==> src/rtl/fetch_sequencer.sv <==
// fetch_sequencer: owns the PC and the IF/ID register (next-PC selection, redirect squash, stall, halt)
// Ports: clk, reset (sync, active-low); stall from the hazard unit; pc_op/b_jmp/branch_target/
// jump_target/halt/if_flush from the ID control unit; imem_rdata/imem_addr to instruction memory;
// pc, ifid_instr, ifid_pc_plus, ifid_valid to ID; halted status; fetch_count of valid fetches.
module fetch_sequencer #(
    parameter int ADDR_W = 16,
    parameter int INSTR_W = 16,
    parameter logic [ADDR_W-1:0] RESET_PC = '0,
    parameter logic [INSTR_W-1:0] NOP_INSTR = INSTR_W'(16'h8000),
    parameter int CNT_W = 16
) (
    input  logic               clk,
    input  logic               reset,
    input  logic               stall,
    input  logic               pc_op,
    input  logic               b_jmp,
    input  logic [ADDR_W-1:0]  branch_target,
    input  logic [ADDR_W-1:0]  jump_target,
    input  logic               halt,
    input  logic               if_flush,
    input  logic [INSTR_W-1:0] imem_rdata,
    output logic [ADDR_W-1:0]  imem_addr,
    output logic [ADDR_W-1:0]  pc,
    output logic [INSTR_W-1:0] ifid_instr,
    output logic [ADDR_W-1:0]  ifid_pc_plus,
    output logic               ifid_valid,
    output logic               halted,
    output logic [CNT_W-1:0]   fetch_count
);
    typedef enum logic {RUN, HALTED} state_t;
    state_t state, state_nxt;
    logic [ADDR_W-1:0] pc_nxt, plus_nxt, pc_plus2;
    logic [INSTR_W-1:0] instr_nxt;
    logic valid_nxt;
    logic [CNT_W-1:0] cnt_nxt;
    assign imem_addr = pc;
    assign halted = state == HALTED;
    assign pc_plus2 = pc + ADDR_W'(2);
    always_ff @(posedge clk) begin
        if (!reset) begin
            state <= RUN;
            pc <= RESET_PC;
            ifid_instr <= NOP_INSTR;
            ifid_pc_plus <= '0;
            ifid_valid <= 1'b0;
            fetch_count <= '0;
        end else begin
            state <= state_nxt;
            pc <= pc_nxt;
            ifid_instr <= instr_nxt;
            ifid_pc_plus <= plus_nxt;
            ifid_valid <= valid_nxt;
            fetch_count <= cnt_nxt;
        end
    end
    // Bubbles leave ifid_pc_plus untouched; only valid fetches refresh it.
    always_comb begin
        state_nxt = state;
        pc_nxt = pc;
        instr_nxt = ifid_instr;
        plus_nxt = ifid_pc_plus;
        valid_nxt = ifid_valid;
        cnt_nxt = fetch_count;
        if (state == RUN) begin
            if (halt) begin
                state_nxt = HALTED;
                instr_nxt = NOP_INSTR;
                valid_nxt = 1'b0;
            end else if (pc_op) begin
                pc_nxt = b_jmp ? branch_target : jump_target;
                instr_nxt = NOP_INSTR;
                valid_nxt = 1'b0;
            end else if (stall) begin
                instr_nxt = if_flush ? NOP_INSTR : ifid_instr;
                valid_nxt = if_flush ? 1'b0 : ifid_valid;
            end else if (if_flush) begin
                pc_nxt = pc_plus2;
                instr_nxt = NOP_INSTR;
                valid_nxt = 1'b0;
            end else begin
                pc_nxt = pc_plus2;
                instr_nxt = imem_rdata;
                plus_nxt = pc_plus2;
                valid_nxt = 1'b1;
                cnt_nxt = &fetch_count ? fetch_count : fetch_count + CNT_W'(1);
            end
        end
    end
endmodule

==> config.mk <==
export PLATFORM = sky130hd
export DESIGN_NAME = fetch_sequencer
export DESIGN_NICKNAME = d
export VERILOG_FILES = /design/src/rtl/fetch_sequencer.sv
export SDC_FILE = /design/constraint.sdc
export NUM_CORES = 1
export LEC_CHECK = 0
export ABC_AREA = 1
export ABC_CLOCK_PERIOD_IN_PS = 2180
export CORE_ASPECT_RATIO = 1.25
export CORE_MARGIN = 2
export CORE_UTILIZATION = 30
export DETAILED_ROUTE_END_ITERATION = 8
export GPL_ROUTABILITY_DRIVEN = 0
export PLACE_DENSITY = 0.57
export SKIP_LAST_GASP = 1
export SLEW_MARGIN = 0
export SYNTH_ARGS = -nofsm -noshare
export SYNTH_HDL_FRONTEND = slang
export SYNTH_SLANG_ARGS = --single-unit
==> constraint.sdc <==
create_clock -name clk -period 2.18 [get_ports clk]
set_clock_uncertainty 0.15 [all_clocks]
set_input_delay 0.545 -clock clk [delete_from_list [all_inputs] [get_ports clk]]
set_output_delay 0.545 -clock clk [all_outputs]
set_load 0.02 [all_outputs]
# After elaboration in Yosys (flattened, before gate mapping)
# Index checks and enable logic that the tools add are counted.
# classes
addsub,2
n_mux,15
n_reduce_logical,5
eq_ne,2
bitwise,6
# ops
operator,n
two-way mux 16 bit,8
"adder 16 x 1 -> 16 bit, second input constant",1
"adder 16 x 2 -> 16 bit, second input constant",1
AND reduction 16 bit,1
two-way mux 1 bit,7
NOT 1 bit,6
AND reduction 6 bit,1
AND reduction 5 bit,1
"inequality test 4 x 1 -> 1 bit, second input constant",1
AND reduction 3 bit,1
"inequality test 2 x 1 -> 1 bit, second input constant",1
AND reduction 2 bit,1
# totals
ff_bits,66
output_inout_bits,82

# Logic depth before layout (Yosys ltp)
# Gate-level depths: netlist (run 1).
# logic_depth
ltp_word,4
mapped_depth,10

# Least setup slack after synthesis (run 1)
# Ideal clock, no wire load.
# synth_timing
path_kind,register -> register
from,register pc[1] (netlist: imem_addr[1])
to,register ifid_pc_plus[9]
setup_ns,0.115
arrival_ns,1.472
path_stages_with_launch,8
synth_period_minus_slack_ns,1.738
path_slack_ns,0.442
path_cell_list,dfxtp_1 -> ha_1 -> nand3_1 -> nor2_2 -> nand2_1 -> xnor2_1 -> o21ai_0 -> inv_1
# synth_via
elab_chain_len,1
# synth_lines
element,line_no,source
start: declaration,23,"output logic [ADDR_W-1:0] pc,"
start signal: assignment,49,pc <= pc_nxt;
adder 16 x 2 -> 16 bit,38,assign pc_plus2 = pc + ADDR_W'(2);
end signal: assignment,51,ifid_pc_plus <= plus_nxt;
end: declaration,25,"output logic [ADDR_W-1:0] ifid_pc_plus,"
# No other way between the ends.
# A chain may end at the register's enable or synchronous reset.

# Final worst setup path (run 1)
# layout_timing
from,register pc[4] (netlist: imem_addr[4])
to,output port pc[4]
# No word-level cell between the ends.

==> results of run 1 <==
[layout make-up]
class | instances | area [um2]
tap | 138 | 173
clock inverter | 1 | 5.00
multi-input combinational | 377 | 1820
sequential | 66 | 1320
inverter | 48 | 180
timing repair buffer | 161 | 1610
fill | 1177 | 6160
clock buffer | 15 | 298
[routing by layer]
layer  share of wire [%]  wire (um)  track usage, %
met1                  41       4410            19.8
met3                 5.8        629            4.08
met2                  51       5570            31.1
met5                   0          0               0
met4                 2.1        230            7.15
[cell usage in the layout, fill, tap and decap left out, drive strengths merged]
cell type	instances
nand2	135
clkdlybuf4s50	123
nor2	80
dfxtp	66
inv	47
o21ai	45
a21oi	40
nand3	28
buf	25
clkbuf	15
nand4	12
dlymetal6s2s	10
o21a	7
xor2	5
a31oi	5
o211ai	4
xnor2	4
nand3b	3
o22ai	3
dlygate4sd2	3
ha	2
clkinv	2
nor3	1
o21bai	1
or2	1
a211oi	1
[what timing repair did]
item / CTS / global route
endpoints found under the hold margin: 0 / 0
endpoints found under the setup margin: 3 / 11
resized for setup: 3 / 10
setup buffers: 0 / 0
[worst max path at each step]
stage                      end  depth (start not counted)     startpoint
3_3_place_gp     ifid_instr[4]                          7          pc_op
5_1_grt                  pc[9]                          1   imem_addr[9]
4_1_cts                 pc[11]                          1  imem_addr[11]
2_1_floorplan  ifid_pc_plus[9]                          7   imem_addr[1]
3_5_place_dp     ifid_instr[1]                          7          pc_op
6_report                 pc[4]                          1   imem_addr[4]
[stage by stage]
step	hold slack [ns]	utilization [%]
6_report	0.313	46.7
5_1_grt	0.327	46.7
4_1_cts	0.314	46.5
3_5_place_dp	0.305	43.9
3_3_place_gp	0.297	43.9
2_1_floorplan	0.314	-
[cell usage after synthesis (all sizes together)]
library cell	n
nand2	135
clkinv	1
nand3	28
a31oi	5
xor2	5
nor3	1
o21a	7
o22ai	3
nor2	80
ha	2
dfxtp	66
clkbuf	11
o211ai	4
o21bai	1
a21oi	40
o21ai	45
a211oi	1
nand3b	3
inv	47
buf	27
nand4	12
or2	1
xnor2	4
[flip-flops by register name (all words and copies together), names as in the netlist]
name          flops
halted            1
ifid_pc_plus     16
ifid_instr       16
ifid_valid        1
fetch_count      16
imem_addr        16
[power by group through the flow]
stage / logic (uW) / clock network [uW] / registers [uW]
finish: 528 / 1440 / 1300
global route: 573 / 1530 / 1300
CTS: 535 / 1480 / 1300
detailed placement: 536 / 0 / 1320
global placement: 532 / 0 / 1320
floorplan: 224 / 0 / 1350
[logic make-up after synthesis]
family / synth area share (%)
compound gates: 16.9
fa+ha+maj: 0.706
xor+xnor: 2.22
buf+inv: 11.5
flops: 37.3
simple gates: 31.4
==> metrics.yaml, run 1 <==
worst_setup_path:
  cp-end-kind: "output port"
  worstPathArrival_ns: 1.44
  max_stage_delay_ns: 0.66
  reg2reg_to: "imem_addr[9]"
  cp_max_fo: 6
  startpoint_type: "register"
  r2r_setup_slack_ns: 0.29
  path_buf_inv: 1
  crit_slowest_cell: "clkdlybuf4s50_1"
  crit_required_ns: 1.48
  critPathTopFamily: "buffers and inverters"
  cp_cell_sequence: "clkdlybuf4s50_1"
  crit_type: "reg2out"
  r2r_cells: 7
  r2r_start: "imem_addr[1]"
global_route:
  antenna_found_initial: 0
  grt_pass1_wl_um: 17600
  track_usage_pct: 17.5
  grt_overflow: 0
  grt_max_degree: 30
  grt_pass1_vias: 3612
flow_run:
  maxCapViolCount: 0
timing:
  hold_viol: 0
  period_share_pct: 98.0
  tightest_slew_ns: 0.444
  finalCriticalPeriod_ns: 2.14
  finalSetupTns_ns: 0
  slew_headroom_pct: 70.4
  setup_violations: 0
  max_freq_mhz: 468
  maxSlewViolCount: 0
  grt_setup_unrepaired: "no"
  finalWorstSetupSlack_ns: 0.0437
hold_path:
  hold_depth: 2
  hp-class: "reg2reg"
  min_from: "ifid_valid"
  hold_end: "ifid_valid"
clocking:
  htreeDepth: 3
  cts_hold_buffers: 0
  cts_sinks: 66
  path_clk_slew_ns: 0.05
  root_buffer: "clkbuf_16"
  cts_tree: "built"
  clk_latency_ns: 0.33
  cts_made_buffers: 9
  cts_buffer_depth: 2
synth:
  synth_top_area_cell: "dfxtp_1"
  synth.ff_latch_count: 66
  syn_avg_cell_area_um2: 6.70
  syn_nets: 586
  syn_inst: 529
  synth_area_um2: 3550
  yosysUniqueCellTypes: 37
  ys_seq_area_share_pct: 37.3
  synth_top_area_share_pct: 37.3
  yosys-top-cells-area: "dfxtp_1 37%, nand2_1 14%, nor2_1 8.0%"
  ys_warn_count: 0
floorplanning:
  coreArea_um2: 11600
  die_area_um2: 12700
  fp.dieW_um: 101
  die_h_um: 126
  rows: 44
  start_util_pct: 30.7
  io_pins: 137
route:
  via_per_inst: 4.72
  wire_per_inst_um: 13.5
  drtIter0Drc: 93
  drt_wl_total_um: 10800
  drtAntennaViolNets: 0
  drcViolationCount: 0
  drtPass1Iterations: 6
  num_vias: 3807
power_and_ir_drop:
  p_sw_uw: 822
  max-vdd-ir-drop_v: 0.000284
  internal_power_uw: 2440
  clock_power_share_pct: 44.1
  netSwitchingFraction_pct: 25.2
  p_per_area_nw_per_um2: 604
  p_leak_uw: 0.00228
  pwr-share-seq_pct: 39.7
  comb_power_share_pct: 16.2
  total_power_uw: 3260
placed_design:
  dp_hpwl_um: 8430
  placed_cells: 790
  place_area_um2: 5080
  post-place-ws_ns: -0.0517
  port-buffer-count: 136
final_layout:
  stdcell_area_um2: 5400
  finalNonFillerCells: 806
  drive_above_1_share_pct: 8.98
  area_growth_pct: 52.3
  insertedDiodeCount: 0
  finalNetCount: 720
status:
  outcome: "completed"
No activity file was read; power rests on OpenSTA's default activity.
==> run 2: changes to the inputs <==
RECOVER_POWER = 50   (was not set)
==> run 2 against run 1 <==
Cell count is the same. Fmax barely moved. Worst hold slack got worse by 0.0013 ns. Critical path type unchanged.
==> metrics.yaml, run 2 (synthesis gave the netlist of run 1 again) <==
worst_setup_path:
  critPathTopFamily: "buffers and inverters"
  crit_slowest_cell: "clkdlybuf4s50_1"
  startpoint_type: "register"
  cp_max_fo: 6  # unchanged
  worstPathArrival_ns: 1.44  # about the same
  cp-end-kind: "output port"
  crit_type: "reg2out"
  crit_required_ns: 1.48  # about the same
  path_buf_inv: 1  # unchanged
  r2r_setup_slack_ns: 0.27  # -0.02 ns
  cp_cell_sequence: "clkdlybuf4s50_1"
  max_stage_delay_ns: 0.66  # about the same
final_layout:
  final_common_cell: "nand2_1"
  finalNetCount: 720  # unchanged
  seqCellArea_um2: 1320  # unchanged
  fin_util_pct: 45.7  # -1.0 points
  insertedDiodeCount: 0  # unchanged
  final_cell_mix: "132 x nand2_1, 119 x clkdlybuf4s50_1, 77 x nor2_1, 66 x dfxtp_1, 46 x inv_1"
  finalNonFillerCells: 806  # unchanged
  area_growth_pct: 49.0
  drive_above_1_share_pct: 7.63  # -1.3 points
  multi_input_area_um2: 1800  # -0.90%
  nFillCells: 1203  # +2.2%
status:
  outcome: "completed"
timing:
  tightest_slew_ns: 0.545  # +0.101 ns
  slew_headroom_pct: 63.7  # -6.7 points
  setup_violations: 0  # unchanged
  hold_viol: 0  # unchanged
  max_freq_mhz: 468  # about the same
  timing.hold.ws_ns: 0.312  # -0.00133 ns
  maxSlewViolCount: 0  # unchanged
  finalCriticalPeriod_ns: 2.14  # +0.00118 ns
  finalWorstSetupSlack_ns: 0.0425  # -0.00118 ns
  period_share_pct: 98.1  # about the same
  finalSetupTns_ns: 0  # unchanged
  grt_setup_unrepaired: "no"
clocking:
  root_buffer: "clkbuf_16"
  clk_latency_ns: 0.33  # about the same
  path_clk_slew_ns: 0.05  # about the same
  htreeDepth: 3  # unchanged
  cts_buffer_depth: 2  # unchanged
  cts_made_buffers: 9  # unchanged
  cts_tree: "built"
  cts_sinks: 66  # unchanged
power_and_ir_drop:
  internal_power_uw: 2430  # -0.52%
  p_per_area_nw_per_um2: 614  # +1.7%
  p_sw_uw: 821  # -0.12%
  p_leak_uw: 0.00210  # -7.9%
  max-vdd-ir-drop_v: 0.000284  # +0.23%
  netSwitchingFraction_pct: 25.3  # +0.076 points
  clock_power_share_pct: 44.3  # +0.2 points
  pwr-share-seq_pct: 39.9  # +0.2 points
  comb_power_share_pct: 15.8  # -0.4 points
route:
  drt_wl_total_um: 10900  # +0.27%
  drtIter0Drc: 96  # +3.2%
  drtAntennaViolNets: 0  # unchanged
  wire_per_inst_um: 13.5  # +0.27%
  via_per_inst: 4.71  # -0.32%
  drtPass1Iterations: 6  # unchanged
  num_vias: 3795  # -0.32%
  drcViolationCount: 0  # unchanged
hold_path:
  hp-class: "reg2reg"
global_route:
  track_usage_pct: 17.5  # unchanged
  antenna_found_initial: 0  # unchanged
  grt_pass1_vias: 3612  # unchanged
  grt_overflow: 0  # unchanged
  grt_max_degree: 30  # unchanged
  grt_pass1_wl_um: 17600  # unchanged
placed_design:
  post-place-ws_ns: -0.0517  # unchanged
  dp_hpwl_um: 8430  # unchanged
  port-buffer-count: 136  # unchanged
  placed_cells: 790  # unchanged
floorplanning:
  fp.dieW_um: 101  # unchanged
  rows: 44  # unchanged
  io_pins: 137  # unchanged
  die_area_um2: 12700  # unchanged
  coreArea_um2: 11600  # unchanged
  start_util_pct: 30.7  # unchanged
  die_h_um: 126  # unchanged
flow_run:
  maxCapViolCount: 0  # unchanged
## run 2: repair_timing
item                                    CTS  global route
gates resized for setup                   3            10
hold buffers                              0             0
buffers inserted                          0             0
endpoints found under the setup margin    3            11
cloned                                    0             0
## run 2: final timing paths
kind / start / endpoint / depth (start not counted)
setup / recovery: imem_addr[4] / pc[4] / 1
hold / removal: ifid_instr[14] / ifid_instr[14] / 2
setup reg to reg: fetch_count[1] / fetch_count[4] / 8
hold reg to reg: ifid_instr[14] / ifid_instr[14] / 2
## run 2: metrics by stage
step	instance area, um2	power, uW
2_1_floorplan	3550	1580
4_1_cts	5380	3310
6_report	5290	3250
3_3_place_gp	5080	1850
5_1_grt	5290	3390
3_5_place_dp	5080	1860
## run 2: routing by layer
metal	GRT usage, %	routed length (um)	vias to the layer above
met1	19.8	4520	1697
met4	7.15	243	0
met5	0	0	-
met3	4.08	571	19
li1	-	-	1969
met2	31.1	5540	110
## run 2: layout make-up
cell class / instances / area share [%]
Inverter: 48 / 3.41
Clock inverter: 1 / 0.0947
Clock buffer: 15 / 5.63
Sequential cell: 66 / 25.0
Timing Repair Buffer: 161 / 28.6
Tap cell: 138 / 3.27
Multi-Input combinational cell: 377 / 34.0
## run 2: tightest hold or removal path, stage by stage, from the launching register on
cell and delay (ns):
dfxtp_1 0.30, nand2_1 0.06, a21oi_1 0.05
## run 2: power groups by stage
| stage | Combinational, uW | Sequential [uW] | Clock [uW] |
|---|---|---|---|
| after floorplan | 224 | 1350 | 0 |
| after global placement | 532 | 1320 | 0 |
| after detailed placement | 536 | 1320 | 0 |
| after CTS | 535 | 1300 | 1480 |
| after global routing | 557 | 1300 | 1530 |
| final | 513 | 1300 | 1440 |
==> run 3: changes to the inputs <==
CORE_MARGIN = not set   (was 2)
==> run 3 against run 2 <==
Register-to-register slack got worse by 0.05 ns. Final area fell by 1.1%. Sequential cell count did not move. First-iteration DRC count rose by 86%.
==> metrics.yaml, run 3 (synthesis gave the netlist of run 1 again) <==
global_route:
  grt_pass1_wl_um: 17200  # -2.0%
  grt_max_degree: 30  # unchanged
  antenna_found_initial: 0  # unchanged
  grt_overflow: 0  # unchanged
  grt_pass1_vias: 3645  # +0.91%
  track_usage_pct: 18.0  # +0.51 points
status:
  outcome: "completed"
timing:
  maxSlewViolCount: 0  # unchanged
  slew_headroom_pct: 69.2  # +5.6 points
  grt_setup_unrepaired: "no"
  max_freq_mhz: 468  # +0.10%
  period_share_pct: 98.0  # -0.098 points
  timing.hold.ws_ns: 0.310  # -0.00181 ns
  hold_viol: 0  # unchanged
  finalCriticalPeriod_ns: 2.14  # -0.00214 ns
  tightest_slew_ns: 0.461  # -0.0840 ns
  setup_violations: 0  # unchanged
route:
  drtAntennaViolNets: 0  # unchanged
  wire_per_inst_um: 13.5  # -0.15%
  drcViolationCount: 0  # unchanged
  drt_wl_total_um: 10800  # -0.64%
  drtIter0Drc: 179  # +86%
  num_vias: 3760  # -0.92%
  via_per_inst: 4.69  # -0.43%
  drtPass1Iterations: 4  # -2
final_layout:
  fin_util_pct: 45.2  # -0.51 points
  area_growth_pct: 47.4
  drive_above_1_share_pct: 7.23  # -0.41 points
  nFillCells: 1212  # +0.75%
  insertedDiodeCount: 0  # unchanged
  final_cell_mix: "134 x nand2_1, 120 x clkdlybuf4s50_1, 78 x nor2_1, 66 x dfxtp_1, 45 x inv_1"
  final_common_cell: "nand2_1"
  finalNetCount: 716  # -0.56%
  finalNonFillerCells: 802  # -0.50%
worst_setup_path:
  startpoint_type: "register"
  cp_cell_sequence: "clkdlybuf4s50_1"
  path_buf_inv: 1  # unchanged
  cp-end-kind: "output port"
  max_stage_delay_ns: 0.66  # about the same
  crit_slowest_cell: "clkdlybuf4s50_1"
  crit_type: "reg2out"
  critPathTopFamily: "buffers and inverters"
  crit_required_ns: 1.48  # about the same
  worstPathArrival_ns: 1.44  # about the same
  cp_max_fo: 6  # unchanged
clocking:
  path_clk_slew_ns: 0.05  # about the same
  cts_resized: 2  # -1
  post_cts_buffers: 0  # unchanged
  root_buffer: "clkbuf_16"
  cts_sinks: 66  # unchanged
  cts_buffer_depth: 2  # unchanged
  cts_tree: "built"
  clk_latency_ns: 0.33  # about the same
  cts_made_buffers: 9  # unchanged
  htreeDepth: 3  # unchanged
  cts_hold_buffers: 0  # unchanged
power_and_ir_drop:
  p_per_area_nw_per_um2: 617  # +0.47%
  max-vdd-ir-drop_v: 0.000316  # +11%
  p_leak_uw: 0.00205  # -2.5%
placed_design:
  dp_hpwl_um: 8240  # -2.3%
  port-buffer-count: 136  # unchanged
  placed_cells: 786  # -0.51%
floorplanning:
  fp.dieW_um: 99.2  # -2.0%
  die_area_um2: 12300  # -3.5%
  start_util_pct: 30.7  # unchanged
  io_pins: 137  # unchanged
  rows: 44  # unchanged
  coreArea_um2: 11600  # unchanged
  die_h_um: 124  # -1.6%
flow_run:
  maxCapViolCount: 0  # unchanged
hold_path:
  hp-class: "reg2reg"
-- run 3: metrics by stage --
stage               TNS, ns  setup WS [ns]  cell area, um2  power [uW]
floorplan                 0          0.442            3550        1580
global placement          0         0.0238            5060        1850
detailed placement  -0.0412        -0.0278            5060        1850
CTS                       0        0.00177            5360        3310
global route              0        0.00381            5230        3390
finish                    0         0.0447            5230        3230
-- run 3: path summary, 6_finish.rpt --
kind	from	endpoint	slack (ns)	depth (start not counted)
setup / recovery	imem_addr[7]	imem_addr[7]	0.04	1
hold / removal	ifid_valid	ifid_valid	0.31	2
setup reg to reg	imem_addr[1]	ifid_pc_plus[11]	0.22	9
hold reg to reg	ifid_valid	ifid_valid	0.31	2
-- run 3: area by class of cell --
cell class	instances	area [um2]	share of cell area (%)
clock buffer	15	298	5.70
sequential	66	1320	25.3
timing repair buffer	157	1460	28.0
multi-input combinational	377	1790	34.2
clock inverter	1	5.00	0.0958
inverter	48	180	3.45
tap	138	173	3.30
-- run 3: where the power goes --
part           leakage, uW  internal (uW)  switching, uW
clock network     0.000152            923            504
logic              0.00136            247            257
registers         0.000536           1250           49.2
-- run 3: metal layers --
metal  track usage, %  share of wire, %
met1             20.3                42
met3             4.80               5.2
met2             32.9                52
met5                0                 0
met4             5.79               1.0
